### config.mk
export PLATFORM = sky130hd
export DESIGN_NAME = wb_cfg_flat
export DESIGN_NICKNAME = d
export VERILOG_FILES = /design/src/rtl/wb_cfg_pkg.sv /design/src/rtl/wb_cfg_if.sv /design/src/rtl/wb_cfg_region.sv /design/src/rtl/wb_cfg.sv /design/src/flat_wrapper.sv
export SDC_FILE = /design/constraint.sdc
export NUM_CORES = 1
export LEC_CHECK = 0
export ABC_AREA = 1
export BUFFER_PORTS_ARGS = -buffer_cell sky130_fd_sc_hd__buf_2
export CORE_AREA = 2 2 207 209
export DETAILED_ROUTE_END_ITERATION = 12
export DIE_AREA = 0 0 209 211
export PLACE_DENSITY = 0.66
export SYNTH_ARGS = -nofsm -noshare
export SYNTH_HDL_FRONTEND = slang
export SYNTH_SLANG_ARGS = --single-unit
### constraint.sdc
create_clock -name clk_i -period 3.8 [get_ports clk_i]
set_input_delay 0 -clock clk_i [delete_from_list [all_inputs] [get_ports clk_i]]
set_output_delay 0 -clock clk_i [all_outputs]
set_load 0.01 [all_outputs]
### src/rtl/wb_cfg_pkg.sv
// Shared types and address-map constants for the Wishbone DNN weight/bias
// configuration slave.
package wb_cfg_pkg;

  typedef enum logic [2:0] {
    ST_IDLE,
    ST_WR_ACK,
    ST_RD_REQ,
    ST_RD_WAIT,
    ST_RD_ACK
  } state_t;

  typedef enum logic [1:0] {
    REG_CONV1 = 2'd0,
    REG_CONV2 = 2'd1,
    REG_FC    = 2'd2,
    REG_RSVD  = 2'd3
  } region_t;

  // Byte-offset field positions inside the 256 KiB window
  localparam int WORD_LSB   = 2;
  localparam int WORD_MSB   = 3;
  localparam int ADDR_LSB   = 4;
  localparam int ADDR_MSB   = 11;
  localparam int BANK_LSB   = 12;
  localparam int BANK_MSB   = 14;
  localparam int REGION_LSB = 16;
  localparam int REGION_MSB = 17;
  localparam int WINDOW_LSB = 18;

  localparam int ADDR_FIELD_BW = ADDR_MSB - ADDR_LSB + 1;
  localparam int BANK_FIELD_BW = BANK_MSB - BANK_LSB + 1;

  localparam int CONV1_LAST_WORD = 3;
  localparam int CONV2_LAST_WORD = 1;
  localparam int FC_LAST_WORD    = 0;

endpackage

### src/rtl/wb_cfg_if.sv
// Wishbone classic bus bundle between the management SoC and wb_cfg.
interface wb_cfg_if;
  logic        wbs_stb_i;
  logic        wbs_cyc_i;
  logic        wbs_we_i;
  logic [3:0]  wbs_sel_i;
  logic [31:0] wbs_dat_i;
  logic [31:0] wbs_adr_i;
  logic        wbs_ack_o;
  logic [31:0] wbs_dat_o;

  modport master (
    output wbs_stb_i, wbs_cyc_i, wbs_we_i, wbs_sel_i, wbs_dat_i, wbs_adr_i,
    input  wbs_ack_o, wbs_dat_o
  );

  modport slave (
    input  wbs_stb_i, wbs_cyc_i, wbs_we_i, wbs_sel_i, wbs_dat_i, wbs_adr_i,
    output wbs_ack_o, wbs_dat_o
  );
endinterface

### src/rtl/wb_cfg_region.sv
// One memory region: 32-bit word staging into a wide vector, last-word commit
// strobe, read strobe, and zero-extended read-word selection.
module wb_cfg_region
  import wb_cfg_pkg::*;
#(
  parameter int BANK_BW   = 3,
  parameter int ADDR_BW   = 3,
  parameter int VECTOR_BW = 104,
  parameter int LAST_WORD = 3
) (
  input  logic                     clk,
  input  logic                     rst,
  input  logic                     wr_stb,
  input  logic                     rd_stb,
  input  logic [1:0]               word_idx,
  input  logic [BANK_FIELD_BW-1:0] bank_field,
  input  logic [ADDR_FIELD_BW-1:0] addr_field,
  input  logic [31:0]              wr_word,
  input  logic [1:0]               rd_word_idx,
  input  logic [VECTOR_BW-1:0]     rd_data,
  output logic                     rd_en,
  output logic                     wr_en,
  output logic [BANK_BW-1:0]       bank,
  output logic [ADDR_BW-1:0]       addr,
  output logic [VECTOR_BW-1:0]     wr_data,
  output logic [31:0]              rd_word
);

  localparam int NW     = LAST_WORD + 1;
  localparam int PAD_BW = NW * 32;

  logic [VECTOR_BW-1:0] stage_q;
  logic [VECTOR_BW-1:0] stage_next;
  logic [PAD_BW-1:0]    stage_pad;
  logic [PAD_BW-1:0]    rd_pad;
  logic                 in_range;
  logic                 is_last;
  logic                 unused_bits;

  assign in_range = (int'(word_idx) <= LAST_WORD);
  assign is_last  = (int'(word_idx) == LAST_WORD);

  // Padding to whole bus words lets the partial top word truncate naturally
  always_comb begin
    stage_pad = PAD_BW'(stage_q);
    for (int w = 0; w < NW; w++) begin
      if (word_idx == 2'(w)) stage_pad[w*32 +: 32] = wr_word;
    end
  end

  assign stage_next = stage_pad[VECTOR_BW-1:0];
  assign rd_pad     = PAD_BW'(rd_data);

  always_comb begin
    rd_word = '0;
    for (int w = 0; w < NW; w++) begin
      if (rd_word_idx == 2'(w)) rd_word = rd_pad[w*32 +: 32];
    end
  end

  always_ff @(posedge clk) begin
    if (rst) begin
      stage_q <= '0;
      wr_en   <= 1'b0;
      rd_en   <= 1'b0;
      bank    <= '0;
      addr    <= '0;
      wr_data <= '0;
    end else begin
      wr_en <= 1'b0;
      rd_en <= 1'b0;
      if (wr_stb && in_range) begin
        stage_q <= stage_next;
        if (is_last) begin
          wr_en   <= 1'b1;
          bank    <= bank_field[BANK_BW-1:0];
          addr    <= addr_field[ADDR_BW-1:0];
          wr_data <= stage_next;
        end
      end
      if (rd_stb && in_range) begin
        rd_en <= 1'b1;
        bank  <= bank_field[BANK_BW-1:0];
        addr  <= addr_field[ADDR_BW-1:0];
      end
    end
  end

  assign unused_bits = ^{stage_pad, bank_field, addr_field};

endmodule

### src/rtl/wb_cfg.sv
// Wishbone classic slave giving the SoC access to the wake-word DNN conv1,
// conv2 and fc weight/bias memories through per-region staging registers.
//
// state      | meaning
// -----------+--------------------------------------------------------
// ST_IDLE    | waiting for stb & cyc inside the window
// ST_WR_ACK  | write acked; commit strobe high if last word
// ST_RD_REQ  | rd_en and bank/addr presented to the memory
// ST_RD_WAIT | memory data valid, captured into the read register
// ST_RD_ACK  | read acked with the selected word
module wb_cfg
  import wb_cfg_pkg::*;
#(
  parameter int          CONV1_BANK_BW      = 3,
  parameter int          CONV1_ADDR_BW      = 3,
  parameter int          CONV1_VECTOR_BW    = 104,
  parameter int          CONV2_BANK_BW      = 3,
  parameter int          CONV2_ADDR_BW      = 4,
  parameter int          CONV2_VECTOR_BW    = 64,
  parameter int          FC_BANK_BW         = 2,
  parameter int          FC_ADDR_BW         = 8,
  parameter int          FC_BIAS_BW         = 32,
  parameter logic [31:0] WISHBONE_BASE_ADDR = 32'h3000_0000
) (
  input  logic                       clk_i,
  input  logic                       rst_i,
  wb_cfg_if.slave                    wb,
  output logic                       conv1_rd_en_o,
  output logic                       conv1_wr_en_o,
  output logic [CONV1_BANK_BW-1:0]   conv1_rd_wr_bank_o,
  output logic [CONV1_ADDR_BW-1:0]   conv1_rd_wr_addr_o,
  output logic [CONV1_VECTOR_BW-1:0] conv1_wr_data_o,
  input  logic [CONV1_VECTOR_BW-1:0] conv1_rd_data_i,
  output logic                       conv2_rd_en_o,
  output logic                       conv2_wr_en_o,
  output logic [CONV2_BANK_BW-1:0]   conv2_rd_wr_bank_o,
  output logic [CONV2_ADDR_BW-1:0]   conv2_rd_wr_addr_o,
  output logic [CONV2_VECTOR_BW-1:0] conv2_wr_data_o,
  input  logic [CONV2_VECTOR_BW-1:0] conv2_rd_data_i,
  output logic                       fc_rd_en_o,
  output logic                       fc_wr_en_o,
  output logic [FC_BANK_BW-1:0]      fc_rd_wr_bank_o,
  output logic [FC_ADDR_BW-1:0]      fc_rd_wr_addr_o,
  output logic [FC_BIAS_BW-1:0]      fc_wr_data_o,
  input  logic [FC_BIAS_BW-1:0]      fc_rd_data_i
);

  state_t                   state, state_nxt;
  logic [31:0]              off;
  logic                     selected;
  logic [1:0]               word_idx;
  logic [ADDR_FIELD_BW-1:0] addr_field;
  logic [BANK_FIELD_BW-1:0] bank_field;
  region_t                  region;
  logic                     accept_wr, accept_rd, capture;
  region_t                  req_region;
  logic [1:0]               req_word;
  logic [31:0]              dat_q;
  logic [31:0]              conv1_word, conv2_word, fc_word, rd_sel;
  logic                     unused_bits;

  assign off        = wb.wbs_adr_i - WISHBONE_BASE_ADDR;
  assign selected   = (wb.wbs_adr_i[31:WINDOW_LSB] == WISHBONE_BASE_ADDR[31:WINDOW_LSB]);
  assign word_idx   = off[WORD_MSB:WORD_LSB];
  assign addr_field = off[ADDR_MSB:ADDR_LSB];
  assign bank_field = off[BANK_MSB:BANK_LSB];
  assign region     = region_t'(off[REGION_MSB:REGION_LSB]);

  always_ff @(posedge clk_i) begin
    if (rst_i) state <= ST_IDLE;
    else       state <= state_nxt;
  end

  always_comb begin
    state_nxt = state;
    accept_wr = 1'b0;
    accept_rd = 1'b0;
    capture   = 1'b0;
    case (state)
      ST_IDLE: begin
        if (wb.wbs_stb_i && wb.wbs_cyc_i && selected) begin
          if (wb.wbs_we_i) begin
            accept_wr = 1'b1;
            state_nxt = ST_WR_ACK;
          end else begin
            accept_rd = 1'b1;
            state_nxt = ST_RD_REQ;
          end
        end
      end
      ST_WR_ACK:  state_nxt = ST_IDLE;
      ST_RD_REQ:  state_nxt = ST_RD_WAIT;
      ST_RD_WAIT: begin
        capture   = 1'b1;
        state_nxt = ST_RD_ACK;
      end
      ST_RD_ACK:  state_nxt = ST_IDLE;
      default:    state_nxt = ST_IDLE;
    endcase
  end

  // Ack comes straight from the state register, so it is a clean one-cycle pulse
  assign wb.wbs_ack_o = (state == ST_WR_ACK) || (state == ST_RD_ACK);
  assign wb.wbs_dat_o = dat_q;

  always_comb begin
    rd_sel = '0;
    case (req_region)
      REG_CONV1: rd_sel = conv1_word;
      REG_CONV2: rd_sel = conv2_word;
      REG_FC:    rd_sel = fc_word;
      default:   rd_sel = '0;
    endcase
  end

  always_ff @(posedge clk_i) begin
    if (rst_i) begin
      req_region <= REG_CONV1;
      req_word   <= '0;
      dat_q      <= '0;
    end else begin
      if (accept_rd) begin
        req_region <= region;
        req_word   <= word_idx;
      end
      if (capture) dat_q <= rd_sel;
    end
  end

  wb_cfg_region #(
    .BANK_BW(CONV1_BANK_BW), .ADDR_BW(CONV1_ADDR_BW),
    .VECTOR_BW(CONV1_VECTOR_BW), .LAST_WORD(CONV1_LAST_WORD)
  ) u_conv1 (
    .clk(clk_i), .rst(rst_i),
    .wr_stb(accept_wr && (region == REG_CONV1)),
    .rd_stb(accept_rd && (region == REG_CONV1)),
    .word_idx(word_idx), .bank_field(bank_field), .addr_field(addr_field),
    .wr_word(wb.wbs_dat_i), .rd_word_idx(req_word), .rd_data(conv1_rd_data_i),
    .rd_en(conv1_rd_en_o), .wr_en(conv1_wr_en_o),
    .bank(conv1_rd_wr_bank_o), .addr(conv1_rd_wr_addr_o),
    .wr_data(conv1_wr_data_o), .rd_word(conv1_word)
  );

  wb_cfg_region #(
    .BANK_BW(CONV2_BANK_BW), .ADDR_BW(CONV2_ADDR_BW),
    .VECTOR_BW(CONV2_VECTOR_BW), .LAST_WORD(CONV2_LAST_WORD)
  ) u_conv2 (
    .clk(clk_i), .rst(rst_i),
    .wr_stb(accept_wr && (region == REG_CONV2)),
    .rd_stb(accept_rd && (region == REG_CONV2)),
    .word_idx(word_idx), .bank_field(bank_field), .addr_field(addr_field),
    .wr_word(wb.wbs_dat_i), .rd_word_idx(req_word), .rd_data(conv2_rd_data_i),
    .rd_en(conv2_rd_en_o), .wr_en(conv2_wr_en_o),
    .bank(conv2_rd_wr_bank_o), .addr(conv2_rd_wr_addr_o),
    .wr_data(conv2_wr_data_o), .rd_word(conv2_word)
  );

  wb_cfg_region #(
    .BANK_BW(FC_BANK_BW), .ADDR_BW(FC_ADDR_BW),
    .VECTOR_BW(FC_BIAS_BW), .LAST_WORD(FC_LAST_WORD)
  ) u_fc (
    .clk(clk_i), .rst(rst_i),
    .wr_stb(accept_wr && (region == REG_FC)),
    .rd_stb(accept_rd && (region == REG_FC)),
    .word_idx(word_idx), .bank_field(bank_field), .addr_field(addr_field),
    .wr_word(wb.wbs_dat_i), .rd_word_idx(req_word), .rd_data(fc_rd_data_i),
    .rd_en(fc_rd_en_o), .wr_en(fc_wr_en_o),
    .bank(fc_rd_wr_bank_o), .addr(fc_rd_wr_addr_o),
    .wr_data(fc_wr_data_o), .rd_word(fc_word)
  );

  assign unused_bits = ^{off[31:WINDOW_LSB], off[15], off[1:0], wb.wbs_sel_i};

endmodule

### src/flat_wrapper.sv
// flat-port wrapper written by rule: the top's interface ports become plain ports
module wb_cfg_flat import wb_cfg_pkg::*;
#(
  parameter int          CONV1_BANK_BW      = 3,
  parameter int          CONV1_ADDR_BW      = 3,
  parameter int          CONV1_VECTOR_BW    = 104,
  parameter int          CONV2_BANK_BW      = 3,
  parameter int          CONV2_ADDR_BW      = 4,
  parameter int          CONV2_VECTOR_BW    = 64,
  parameter int          FC_BANK_BW         = 2,
  parameter int          FC_ADDR_BW         = 8,
  parameter int          FC_BIAS_BW         = 32,
  parameter logic [31:0] WISHBONE_BASE_ADDR = 32'h3000_0000
)
  (clk_i, rst_i, conv1_rd_en_o, conv1_wr_en_o, conv1_rd_wr_bank_o, conv1_rd_wr_addr_o, conv1_wr_data_o, conv1_rd_data_i, conv2_rd_en_o, conv2_wr_en_o, conv2_rd_wr_bank_o, conv2_rd_wr_addr_o, conv2_wr_data_o, conv2_rd_data_i, fc_rd_en_o, fc_wr_en_o, fc_rd_wr_bank_o, fc_rd_wr_addr_o, fc_wr_data_o, fc_rd_data_i, wb_wbs_stb_i, wb_wbs_cyc_i, wb_wbs_we_i, wb_wbs_sel_i, wb_wbs_dat_i, wb_wbs_adr_i, wb_wbs_ack_o, wb_wbs_dat_o);
  wb_cfg_if wb_i ();
  input  logic clk_i;
  input  logic rst_i;
  output logic conv1_rd_en_o;
  output logic conv1_wr_en_o;
  output logic [CONV1_BANK_BW-1:0] conv1_rd_wr_bank_o;
  output logic [CONV1_ADDR_BW-1:0] conv1_rd_wr_addr_o;
  output logic [CONV1_VECTOR_BW-1:0] conv1_wr_data_o;
  input  logic [CONV1_VECTOR_BW-1:0] conv1_rd_data_i;
  output logic conv2_rd_en_o;
  output logic conv2_wr_en_o;
  output logic [CONV2_BANK_BW-1:0] conv2_rd_wr_bank_o;
  output logic [CONV2_ADDR_BW-1:0] conv2_rd_wr_addr_o;
  output logic [CONV2_VECTOR_BW-1:0] conv2_wr_data_o;
  input  logic [CONV2_VECTOR_BW-1:0] conv2_rd_data_i;
  output logic fc_rd_en_o;
  output logic fc_wr_en_o;
  output logic [FC_BANK_BW-1:0] fc_rd_wr_bank_o;
  output logic [FC_ADDR_BW-1:0] fc_rd_wr_addr_o;
  output logic [FC_BIAS_BW-1:0] fc_wr_data_o;
  input  logic [FC_BIAS_BW-1:0] fc_rd_data_i;
  input wire logic [$bits(wb_i.wbs_stb_i)-1:0] wb_wbs_stb_i;
  input wire logic [$bits(wb_i.wbs_cyc_i)-1:0] wb_wbs_cyc_i;
  input wire logic [$bits(wb_i.wbs_we_i)-1:0] wb_wbs_we_i;
  input wire logic [$bits(wb_i.wbs_sel_i)-1:0] wb_wbs_sel_i;
  input wire logic [$bits(wb_i.wbs_dat_i)-1:0] wb_wbs_dat_i;
  input wire logic [$bits(wb_i.wbs_adr_i)-1:0] wb_wbs_adr_i;
  output wire logic [$bits(wb_i.wbs_ack_o)-1:0] wb_wbs_ack_o;
  output wire logic [$bits(wb_i.wbs_dat_o)-1:0] wb_wbs_dat_o;
  assign wb_i.wbs_stb_i = wb_wbs_stb_i;
  assign wb_i.wbs_cyc_i = wb_wbs_cyc_i;
  assign wb_i.wbs_we_i = wb_wbs_we_i;
  assign wb_i.wbs_sel_i = wb_wbs_sel_i;
  assign wb_i.wbs_dat_i = wb_wbs_dat_i;
  assign wb_i.wbs_adr_i = wb_wbs_adr_i;
  assign wb_wbs_ack_o = wb_i.wbs_ack_o;
  assign wb_wbs_dat_o = wb_i.wbs_dat_o;
  wb_cfg #(.CONV1_BANK_BW(CONV1_BANK_BW), .CONV1_ADDR_BW(CONV1_ADDR_BW), .CONV1_VECTOR_BW(CONV1_VECTOR_BW), .CONV2_BANK_BW(CONV2_BANK_BW), .CONV2_ADDR_BW(CONV2_ADDR_BW), .CONV2_VECTOR_BW(CONV2_VECTOR_BW), .FC_BANK_BW(FC_BANK_BW), .FC_ADDR_BW(FC_ADDR_BW), .FC_BIAS_BW(FC_BIAS_BW), .WISHBONE_BASE_ADDR(WISHBONE_BASE_ADDR)) u_core (.clk_i(clk_i), .rst_i(rst_i), .wb(wb_i), .conv1_rd_en_o(conv1_rd_en_o), .conv1_wr_en_o(conv1_wr_en_o), .conv1_rd_wr_bank_o(conv1_rd_wr_bank_o), .conv1_rd_wr_addr_o(conv1_rd_wr_addr_o), .conv1_wr_data_o(conv1_wr_data_o), .conv1_rd_data_i(conv1_rd_data_i), .conv2_rd_en_o(conv2_rd_en_o), .conv2_wr_en_o(conv2_wr_en_o), .conv2_rd_wr_bank_o(conv2_rd_wr_bank_o), .conv2_rd_wr_addr_o(conv2_rd_wr_addr_o), .conv2_wr_data_o(conv2_wr_data_o), .conv2_rd_data_i(conv2_rd_data_i), .fc_rd_en_o(fc_rd_en_o), .fc_wr_en_o(fc_wr_en_o), .fc_rd_wr_bank_o(fc_rd_wr_bank_o), .fc_rd_wr_addr_o(fc_rd_wr_addr_o), .fc_wr_data_o(fc_wr_data_o), .fc_rd_data_i(fc_rd_data_i));
endmodule
==> qor.yml <==
status: "completed"
post_cts_buffers: 0
root_buffer: "clkbuf_16"
power.density_nw_per_um2: 402
antenna_found_initial: 8
overflow: 0
cts_buffers: 43
routedWlPerCell_um: 19.7
ys_types: 29
synth_area_per_cell_sq_um: 6.93
tritoncts: "yes"
tightestPinTransition_ps: 1250
fin_setup_tns_ps: 0
finalWeightedCongestion: 0.961
clock_latency_ps: 570
ir_worst_vdd_mv: 0.396
nets: 3252
ys_warn_count: 0
finalClockSkew_ps: 15.8
fin_util_pct: 53.6
synth_seq_cells: 396
syn2layout_area_growth_pct: 31.9
vias: 18400
core-area_sq_um: 41800
power.total_w: 0.00900
path_max_fanout: 27
r2r-end: "u_core.wb.wbs_dat_o[1]"
slowest_stage: "dlygate4sd3_1"
end_kind: "register"
die_h_um: 211
slew_headroom_pct: 16.8
hold_viol_final: 0
r2r_setup_slack_ps: 310
drive_above_1_share_pct: 21.5
crit_required_ps: 4270
dr.first_iter.drc_count: 1422
holdBufCountCts: 118
rr_startpoint: "u_core.req_word[0]"
crit_arrival_ps: 3970
cts_max_level: 2
cpMostUsedCell: "nand2_1"
setup_viol_count_final: 0
cp_cell_sequence: "inv_1 > nor2_4 > buf_4 > nand2_1 > nand2_1 > a22oi_1 > dlygate4sd3_1 > nand2_1 > dlygate4sd3_1 > nand2_1 > a21oi_1"
regArea_sq_um: 7930
cts_sinks: 396
rsz0062_at_grt: "no"
period_share_pct: 92.0
grt_pass1_wl_um: 104000
ios: 535
routed_wl_um: 69900
endpoint: "u_core.wb.wbs_dat_o[1]"
p_leak_nw: 10.8
syn-num-nets: 2721
hpwlAfterDp_um: 48400
drc: 0
die_w_um: 209
fin_crit_ps: 3490
dieArea_sq_um: 44100
initial_core_util_pct: 40.6
ant_nets: 0
grt_pass1_vias: 17500
multi_input_area_sq_um: 7570
viasPerCell: 5.16
netlist.area_leader.share_pct: 46.7
synth_top_cell_by_area: "dfxtp_1"
port-buffer-count: 527
finalMaxSlewViolations: 0
cts_resized: 0
grt_max_degree: 195
layout_commonest_cell: "nand2_1"
track_usage_pct: 30.8
drv_cap: 0
synth.area.top_cells: "dfxtp_1 (47%), nand2_1 (17%), nand3_1 (8.0%)"
clkTransAtPathRegs_ps: 60
r2r_cells: 11
syn_area_sq_um: 17000
ys_seq_area_share_pct: 46.7
start_kind: "register"
path_class: "register to register"
slowest_delay_ps: 620
layout.cells.most_common_list: "nand2_1 (753), buf_2 (526), dfxtp_1 (396)"
fillers: 4236
num_rows: 75
critPathLaunch: "u_core.req_word[0]"
first_pass_iters: 5
clockBufferDepth: 3
synth_cells: 2448
fmax_ghz: 0.286
hold_path.class: "primary input to register"
-- final cells by class --
| cell class | count | area share [%] |
|---|---|---|
| well taps | 539 | 3.01 |
| multi-input cells | 1677 | 33.9 |
| repair buffers | 666 | 18.0 |
| diodes | 9 | 0.101 |
| flip-flops and latches | 396 | 35.4 |
| inverters | 195 | 3.31 |
| clock buffers | 61 | 5.70 |
| clock inverters | 14 | 0.632 |
-- power breakdown --
part / internal, W / switching [W]
clock network: 0.00247 / 0.00174
registers: 0.00415 / 0.00000000328
logic: 0.000256 / 0.000383
total: 0.00688 / 0.00212
-- critical path: cells and delay by family, from the launching register on --
| kind | cells | cell delay (ps) |
|---|---|---|
| and+or+nand+nor | 5 | 890 |
| AOI/OAI and AO/OA | 2 | 220 |
| buffers and inverters | 4 | 1810 |
| DFF | 1 | 490 |
-- state kept, by name (all words and copies together), names as in the netlist, 2 cells and up, named ones only --
signal                  cells
u_core.u_fc.bank            2
u_core.u_conv1.bank         3
u_core.u_conv2.wr_data     64
u_core.u_conv2.addr         4
u_core.req_word             2
u_core.u_conv1.addr         3
u_core.state                3
u_core.u_fc.addr            8
u_core.u_conv1.stage_q     96
u_core.u_conv2.stage_q     32
u_core.u_conv1.wr_data    104
u_core.wb.wbs_dat_o        32
u_core.req_region           2
u_core.u_conv2.bank         3
-- Yosys cell counts (all sizes together) --
cell type / number
nand2: 756
dfxtp: 396
nand3: 272
o21ai: 261
a21oi: 201
inv: 195
clkbuf: 109
nor2: 106
buf: 71
nor3: 35
a22o: 22
or2: 7
a22oi: 5
a211oi: 4
nand4: 3
o211ai: 2
nor4: 1
o2111ai: 1
o21a: 1
-- metal layers --
layer  share of wire (%)  track usage [%]
met5                   0                0
met1                  39             35.2
met2                  49             53.0
met4                 5.4             17.5
met3                 7.2             7.36
-- worst min path at each step --
stage	startpoint	endpoint	slack, ps	cells past startpoint
after floorplan	wb_wbs_we_i	u_core.state[1]	100	1
after global placement	wb_wbs_we_i	u_core.state[1]	220	2
after detailed placement	wb_wbs_we_i	u_core.state[1]	220	2
after CTS	conv2_rd_data_i[59]	u_core.wb.wbs_dat_o[27]	9	6
after global routing	conv1_rd_data_i[92]	u_core.wb.wbs_dat_o[28]	90	7
final	wb_wbs_adr_i[20]	u_core.req_word[1]	40	6
-- per-stage QoR --
step | cells | hold slack [ps] | area [sq um] | setup WS [ps]
4_1_cts | 3548 | 8.65 | 22300 | 345
3_5_place_dp | 3355 | 221 | 19800 | 927
5_1_grt | 3556 | 86.3 | 22400 | 75.1
6_report | 3557 | 40.1 | 22400 | 305
3_3_place_gp | 3355 | 221 | 19800 | 968
2_1_floorplan | 2448 | 99.8 | 17000 | 2220
-- cell families (layout without fill, tap and decap cells) --
logic type             count (synthesis)  after routing  share of synthesized area [%]
AO/OA/AOI/OAI                        497            497                           15.3
flip-flops                           396            396                           46.7
AND/OR/NAND/NOR                     1180           1180                           28.8
other                                  0              9                              0
buffers and inverters                375            936                           9.12
Note: power is estimated with default switching activity, not from simulation.
